[config.mk]
export PLATFORM = sky130hd
export DESIGN_NAME = bus_ctrl_6502
export DESIGN_NICKNAME = d
export VERILOG_FILES = /design/src/rtl/bus_ctrl_6502.sv
export SDC_FILE = /design/constraint.sdc
export NUM_CORES = 1
export LEC_CHECK = 0
export CORE_MARGIN = 2
export CORE_UTILIZATION = 29
export CTS_CLUSTER_SIZE = 30
export DETAILED_ROUTE_END_ITERATION = 16
export MAX_ROUTING_LAYER = met4
export PLACE_DENSITY = 0.87
export SLEW_MARGIN = 20
export SYNTH_ARGS = -nofsm -noshare
export SYNTH_HDL_FRONTEND = slang
export SYNTH_SLANG_ARGS = --single-unit
[constraint.sdc]
create_clock -name clk -period 2.7 [get_ports clk]
set_clock_uncertainty 0.15 [all_clocks]
set_input_delay 0.81 -clock clk [delete_from_list [all_inputs] [get_ports clk]]
set_output_delay 0.81 -clock clk [all_outputs]
set_load 0.1 [all_outputs]
[src/rtl/bus_ctrl_6502.sv]
// 6502 system-bus controller: page decode, wait states, read mux, pclk, irq.
// Define BUS_ERR_EN to trap unmapped pages instead of aliasing DEFAULT_SLOT.
module bus_ctrl_6502 #(
  parameter int NSLOT = 4,
  parameter logic [4*NSLOT-1:0] SLOT_PAGE = 16'hF210,
  parameter logic [4*NSLOT-1:0] SLOT_WS = 16'h0000,
  parameter int DEFAULT_SLOT = NSLOT-1,
  parameter int CLK_FREQ = 40000000,
  parameter int PERIPH_FREQ = 4000000
) (
  input  logic             clk,
  input  logic             reset_n,
  input  logic [15:0]      cpu_ab,
  input  logic             cpu_we_n,
  output logic [7:0]       cpu_di,
  output logic             rdy,
  input  logic [NSLOT*8-1:0] slot_do,
  output logic [NSLOT-1:0] cs_n,
  output logic             slot_we_n,
  input  logic [NSLOT-1:0] irq_n_in,
  output logic             cpu_irq_n,
  output logic             pclk,
  output logic             bus_err,
  input  logic             bus_err_clr
);

  localparam int SW = (NSLOT > 1) ? $clog2(NSLOT) : 1;
  localparam int PCNT = CLK_FREQ / PERIPH_FREQ;
  localparam int PW = $clog2(PCNT);

  typedef enum logic {S_IDLE, S_WAIT} state_t;

  state_t        state;
  logic [3:0]    cnt;
  logic [3:0]    ws;
  logic [SW-1:0] hit_sel;
  logic [SW-1:0] sel;
  logic [SW-1:0] mux_sel;
  logic          hit_any;
  logic          unmapped;
  logic          err_q;
  logic [PW-1:0] pc_q;
  logic          unused_ab;

  assign unused_ab = ^cpu_ab[11:0];

  // Scan downward so the lowest matching slot is the last one written.
  always_comb begin
    hit_any = 1'b0;
    hit_sel = '0;
    for (int i = NSLOT-1; i >= 0; i--) begin
      if (cpu_ab[15:12] == SLOT_PAGE[4*i +: 4]) begin
        hit_any = 1'b1;
        hit_sel = SW'(i);
      end
    end
  end

`ifdef BUS_ERR_EN
  assign unmapped = ~hit_any;
  assign sel = hit_sel;
  assign ws = unmapped ? 4'd0 : SLOT_WS[4*int'(sel) +: 4];

  always_ff @(posedge clk or negedge reset_n) begin
    if (!reset_n) begin
      bus_err <= 1'b0;
    end else if (unmapped && rdy) begin
      bus_err <= 1'b1;
    end else if (bus_err_clr) begin
      bus_err <= 1'b0;
    end
  end
`else
  logic unused_clr;

  assign unused_clr = bus_err_clr;
  assign unmapped = 1'b0;
  assign sel = hit_any ? hit_sel : SW'(DEFAULT_SLOT);
  assign ws = SLOT_WS[4*int'(sel) +: 4];
  assign bus_err = 1'b0;
`endif

  always_comb begin
    cs_n = '1;
    if (!unmapped) cs_n[sel] = 1'b0;
  end

  always_ff @(posedge clk or negedge reset_n) begin
    if (!reset_n) begin
      state <= S_IDLE;
      cnt   <= 4'd0;
    end else begin
      unique case (state)
        S_IDLE: begin
          if (ws != 4'd0) begin
            cnt   <= ws - 4'd1;
            state <= S_WAIT;
          end
        end
        S_WAIT: begin
          if (cnt != 4'd0) cnt <= cnt - 4'd1;
          else state <= S_IDLE;
        end
        default: state <= S_IDLE;
      endcase
    end
  end

  always_comb begin
    if (!reset_n) rdy = 1'b1;
    else if (state == S_IDLE) rdy = (ws == 4'd0);
    else rdy = (cnt == 4'd0);
  end

  // Reset forces rdy high; keep that from looking like a write strobe.
  assign slot_we_n = cpu_we_n | ~rdy | ~reset_n;

  always_ff @(posedge clk or negedge reset_n) begin
    if (!reset_n) begin
      mux_sel <= SW'(DEFAULT_SLOT);
      err_q   <= 1'b0;
    end else if (rdy) begin
      mux_sel <= sel;
      err_q   <= unmapped;
    end
  end

  assign cpu_di = err_q ? 8'hFF : slot_do[8*int'(mux_sel) +: 8];

  always_ff @(posedge clk or negedge reset_n) begin
    if (!reset_n) begin
      pc_q <= '0;
    end else if (pc_q == PW'(PCNT-1)) begin
      pc_q <= '0;
    end else begin
      pc_q <= pc_q + PW'(1);
    end
  end

  assign pclk = (pc_q == PW'(PCNT-1));

  assign cpu_irq_n = &irq_n_in;

endmodule

==> results of run 1 <==
-- metal layers --
layer	vias up	global-route usage (%)
li1	368	-
met1	373	17.9
met2	46	34.6
met3	0	6.39
met4	0	2.50
met5	-	-
-- critical path, stage by stage --
cell and delay [ns]:
clkdlybuf4s15_1 0.20, mux4_2 0.53, buf_12 0.20
-- Yosys cell counts --
library cell,number
dfrtp_1,9
mux4_2,8
nand2_1,8
inv_1,6
nor3_1,6
mux2i_1,3
a21o_1,2
dfstp_2,2
nand2b_1,2
o21ai_0,2
a211oi_1,1
a21boi_0,1
a22o_1,1
and4_1,1
buf_1,1
buf_2,1
buf_4,1
clkbuf_1,1
conb_1,1
ha_1,1
nand3_1,1
nand3_2,1
nand3b_1,1
o22ai_1,1
or4_4,1
xnor2_1,1
-- layout by cell type (no fill, tap or decap), types with 3 or more instances in the layout --
| cell type | netlist | layout |
|---|---|---|
| buf_12 | 0 | 17 |
| buf_4 | 1 | 9 |
| clkbuf_4 | 0 | 3 |
| clkdlybuf4s15_1 | 0 | 9 |
| clkdlybuf4s50_1 | 0 | 6 |
| dfrtp_1 | 9 | 9 |
| dlygate4sd2_1 | 0 | 27 |
| inv_1 | 6 | 6 |
| mux2i_1 | 3 | 3 |
| mux4_2 | 8 | 8 |
| nand2_1 | 8 | 7 |
| nor3_1 | 6 | 3 |
| nor3_2 | 0 | 3 |
-- cells by family after synthesis --
kind of cell	after synthesis	share of synthesized area, %
multiplexers	11	29.0
buffers and inverters	10	5.86
AO/OA/AOI/OAI	8	7.59
XOR/XNOR	1	1.21
flip-flops	11	38.3
AND/OR/NAND/NOR	21	15.9
adder cells (fa/ha/maj)	1	1.72
other	1	0.517
-- layout make-up --
type                    count  area [µm²]
flip-flops and latches     11         278
clock buffers               4        26.3
multi-input cells          43         435
fillers                   195         838
well taps                  30        37.5
inverters                   6        22.5
repair buffers             68         795
-- power groups by stage --
stage                     clock network [µW]  registers, µW  logic [µW]
after floorplan                            0            170         141
after global placement                     0            175         270
after detailed placement                   0            175         273
after CTS                                116            169         265
after global routing                     123            170         275
final                                    109            169         267
-- sequential cells by signal (all words and copies together), names as in the netlist --
| register | flops |
|---|---|
| pc_q | 4 |
| cnt | 4 |
| mux_sel | 2 |
| state | 1 |
-- timing repair --
item / 4_1_cts / 5_1_grt
buffers inserted: 3 / 1
hold buffers: 0 / 0
endpoints found under the setup margin: 12 / 6
pin swaps: 2 / 1
resized for setup: 42 / 6
-- stage by stage --
stage | cells | setup slack (ns) | utilization (%)
2_1_floorplan | 64 | -0.365 | -
3_3_place_gp | 154 | -0.195 | 63.4
3_5_place_dp | 154 | -0.205 | 63.4
4_1_cts | 161 | 0.00389 | 64.9
5_1_grt | 162 | 0.000333 | 65.5
6_report | 162 | -0.00259 | 65.5
-- how the worst min path moves through the flow --
stage                     startpoint      end  slack (ns)  cells past startpoint
after floorplan              pc_q[2]  pc_q[2]        0.33                      1
after global placement       pc_q[2]  pc_q[2]        0.35                      1
after detailed placement     pc_q[2]  pc_q[2]        0.37                      1
after CTS                    pc_q[2]  pc_q[2]        0.38                      1
after global routing         pc_q[2]  pc_q[2]        0.43                      1
final                        pc_q[2]  pc_q[2]        0.37                      1
==> results.md, run 1 <==
- Die ar.: 0.00292 mm²
- Finish-stage setup viols: 1
- Kind of critical path: primary input to output port
- Initial antenna violation count: 0
- Placed cell area: 0.00154 mm²
- Fin. max-slew vios: 0
- Syn Std Cell Area: 726 µm²
- CTS Buf Count: 3
- Cell area after layout: 0.00159 mm²
- Total Power: 546 µW
- Routed Antenna Nets: 0
- Max IR drop VDD: 306 µV
- RSZ-0062 raised after global routing: no
- Sequential share of the synthesized area: 38.3%
- R2r setup slk: 1.07 ns
- IO Pins: 73
- Largest net degree at the start of global routing: 12
- Count of cell types in the netlist: 26
- Worst r2r path cells: 4
- Outcome: complete, but fails checks
- DIE HEIGHT: 54.0 µm
- Pint: 340 µW
- Cells after synthesis: 64
- PwrDens: 342 mW/mm²
- Kind of start point of the critical path: primary input
- Worst-Skew Late Latency: 0.26 ns
- Comb pwr share: 48.9%
- P_sw: 206 µW
- Vias: 787
- Final net count: 190
- WL met2: 1.37 mm
- Htree depth: 1
- Worst-path clk slew: 0.07 ns
- Diode count: 0
- Final min period: 2.70 ns
- WL met1: 932 µm
- Total GRT Usage: 18.1%
- Crit share post-route: 100%
- CTS tree: done
- Rows: 18
- Failing checks: setup timing
- Setup crit end kind: output port
- Remaining DRCs: 0
- Synthesized Nets: 121
- Congestion Overflow GR: 0
- Layout area overhead: 120%
- CP endpoint: cpu_di[2]
- Crit path arrival time: 1.74 ns
- Routed vias/inst: 4.86
- Crit path from: slot_do[18]
- Yosys reg bits: 11
- TritonCTS Sinks: 11
- Share of layout cells above drive strength 1: 34.8%
- 1st-iter DRT viols: 9
- CORE AREA: 0.00243 mm²
- Max Clk Rate: 370 MHz
- Final setup TNS: -0.00259 ns
- Area share of the largest cell type after synthesis: 31.0%
- Setup ws final: -0.00259 ns
- Top layer reached by signal wires: met3
- Global-route wire length before repair: 3.61 mm
- Metal3 WL: 326 µm
- Die width: 54.0 µm
- DPL Wire Length: 2.06 mm
- Drt pass-1 iters: 4
- Max Cap Violations: 0
- Clock Power Share: 20.0%
- Highest fanout seen on the critical path: 1
- R2R Path Start: cnt[3]
- Pleak: 0.000767 µW
- Yosys warnings: 0
- Routed wire length: 2.63 mm
- Net Sw Frac: 37.7%
- Root Driver: clkbuf_4
- Cell taking the most area after synthesis: dfrtp_1
- Power share of the sequential group: 31.0%
- Top cells by area, synth: dfrtp_1, mux4_2, dfstp_2
- Post-synthesis average cell area: 11.3 µm²
- Buffer levels on the longest clock path: 2
- Required @ worst endpoint: 1.74 ns
- RD Place Congestion: 0.614
- Hold Path Class: flip-flop to flip-flop
- Reg-to-reg endpoint: mux_sel[1]
- Vias in the first global route: 768
- Drt wl/cell: 16.2 µm
- Initial core utilization: 29.8%
- Final hold slack: 0.375 ns
- PortBufs: 58
- Final hold viol count: 0
Note: power is estimated with default switching activity, not from simulation.
==> inputs of run 2 (changes only) <==
- PLACE_DENSITY: 0.87 -> 0.92
==> run 2 against run 1 <==
Against the previous run: the flow still finishes with violations (setup timing); register-to-register slack worse by 0.03 ns; design area rose by 0.55%; wire length up 11%; hold slack better by 0.0019 ns; combinational power rose by 1%; sequential power about the same; critical path depth unchanged; sequential share of layout area fell by 0.095 points; non-clock buffer count unchanged; maximum frequency hardly changed; largest cell class unchanged.
==> results.md, run 2 (same netlist as run 1, synthesis figures left out) <==
- Worst hold path depth: 1
- Placed cells: 155
- Worst-Skew Late Latency: 0.27 ns
- Crit path largest cell delay: 0.49 ns
- PwrDens: 345 mW/mm²
- Placed cell area: 0.00155 mm²
- Layout Cells excl Fill: 162
- DPL Wire Length: 2.32 mm
- Max Cap Violations: 0
- Root Driver: clkbuf_4
- Global-route wire length before repair: 3.93 mm
- Crit path arrival time: 1.74 ns
- Share of layout cells above drive strength 1: 34.8%
- Diode count: 0
- Final hold viol count: 0
- IO Pins: 73
- Final net count: 190
- Final min period: 2.70 ns
- Finish-stage setup viols: 1
- Setup ws final: -0.000108 ns
- Outcome: complete, but fails checks
- Initial antenna violation count: 0
- Vias in the first global route: 809
- Hold_sp: pc_q[2]
- Pleak: 0.000762 µW
- Die width: 54.0 µm
- Max IR drop VDD: 235 µV
- Worst r2r path cells: 4
- Drt wl/cell: 17.9 µm
- Failing checks: setup timing
- Final setup TNS: -0.000108 ns
- CTS tree: done
- R2R Path Start: cnt[1]
- Cts hold-fix bufs: 0
- Commonest non-fill, non-tap cell in the layout: dlygate4sd2_1
- FILL cells: 163
- Kind of start point of the critical path: primary input
- Required @ worst endpoint: 1.74 ns
- Vias: 798
- Rows: 18
- Drt pass-1 iters: 4
- Crit share post-route: 100%
- CORE AREA: 0.00243 mm²
- Worst-path clk slew: 0.07 ns
- Setup crit end kind: output port
- Htree depth: 1
- Routed Antenna Nets: 0
- Crit path from: slot_do[6]
- Die ar.: 0.00292 mm²
- CTS Buf Count: 3
- PortBufs: 58
- 1st-iter DRT viols: 12
- Fin. max-slew vios: 0
- RSZ-0062 raised after global routing: yes
- Congestion Overflow GR: 0
- Max Clk Rate: 370 MHz
- Biggest regs: cnt: 4 flops, pc_q: 4 flops, mux_sel: 2 flops
- Highest fanout seen on the critical path: 1
- Cell Chain, Critical Path: dlygate4sd2_1 > mux4_2 > buf_12
- Buffer levels on the longest clock path: 2
- Total GRT Usage: 20.4%
- Initial core utilization: 29.8%
- Total Power: 553 µW
- Routed wire length: 2.90 mm
- TritonCTS Sinks: 11
- RD Place Congestion: 0.652
- Routed vias/inst: 4.93
- Cell area after layout: 0.00160 mm²
- DIE HEIGHT: 54.0 µm
- Largest net degree at the start of global routing: 10
- Kind of critical path: primary input to output port
- Commonest cells after routing, fill and taps aside: dlygate4sd2_1, clkdlybuf4s15_1, buf_12
- CP max stage cell: mux4_2
- Layout area overhead: 121%
- Remaining DRCs: 0
- Hold Path Class: flip-flop to flip-flop
run 2: changes by cell type in the layout (fill, tap and decap cells not counted):
cell and delta:
dlygate4sd2_1 -7, clkdlybuf4s15_1 +8, clkdlybuf4s50_1 -1
run 2: through the flow:
| step | worst slack (ns) | hold WS, ns | util, % |
|---|---|---|---|
| 2_1_floorplan | -0.365 | 0.328 | - |
| 3_3_place_gp | -0.178 | 0.347 | 63.7 |
| 3_5_place_dp | -0.234 | 0.363 | 63.7 |
| 4_1_cts | 0.000178 | 0.370 | 65.6 |
| 5_1_grt | -0.0102 | 0.392 | 65.9 |
| 6_report | -0.000108 | 0.377 | 65.9 |
run 2: power breakdown:
part | internal (µW) | switching, µW
clock | 57.2 | 55.6
sequential | 167 | 2.47
combinational | 118 | 153
run 2: layout make-up:
cell class	instances	area [µm²]	share of cell area (%)
repair buffers	68	803	50.1
inverters	6	22.5	1.41
clock buffers	4	26.3	1.64
well taps	30	37.5	2.34
multi-input cells	43	435	27.2
flip-flops and latches	11	278	17.3
run 2: final timing paths:
path                         endpoint  slack (ns)
max in group asynchronous  mux_sel[0]        1.68
setup / recovery            cpu_di[6]     -0.0001
setup reg to reg           mux_sel[1]        1.04
hold reg to reg               pc_q[2]        0.38
min in group asynchronous     pc_q[1]        0.58
hold / removal                pc_q[2]        0.38
run 2: what timing repair did:
| action | 4_1_cts | 5_1_grt |
|---|---|---|
| pin swaps | 2 | 0 |
| setup buffers | 3 | 0 |
| setup endpoints to repair | 14 | 5 |
| resized for setup | 51 | 6 |
run 2: layer usage:
layer | GRT usage [%] | routed length, µm | vias up
met3 | 9.17 | 361 | 2
met5 | - | 0 | -
met4 | 6.25 | 18 | 0
li1 | - | - | 366
met1 | 18.2 | 961 | 384
met2 | 38.0 | 1560 | 46
run 2: worst max-delay path, delay by kind of cell:
kind                   cells  cell delay [ns]
buffers and inverters      2             0.44
multiplexers               1             0.49
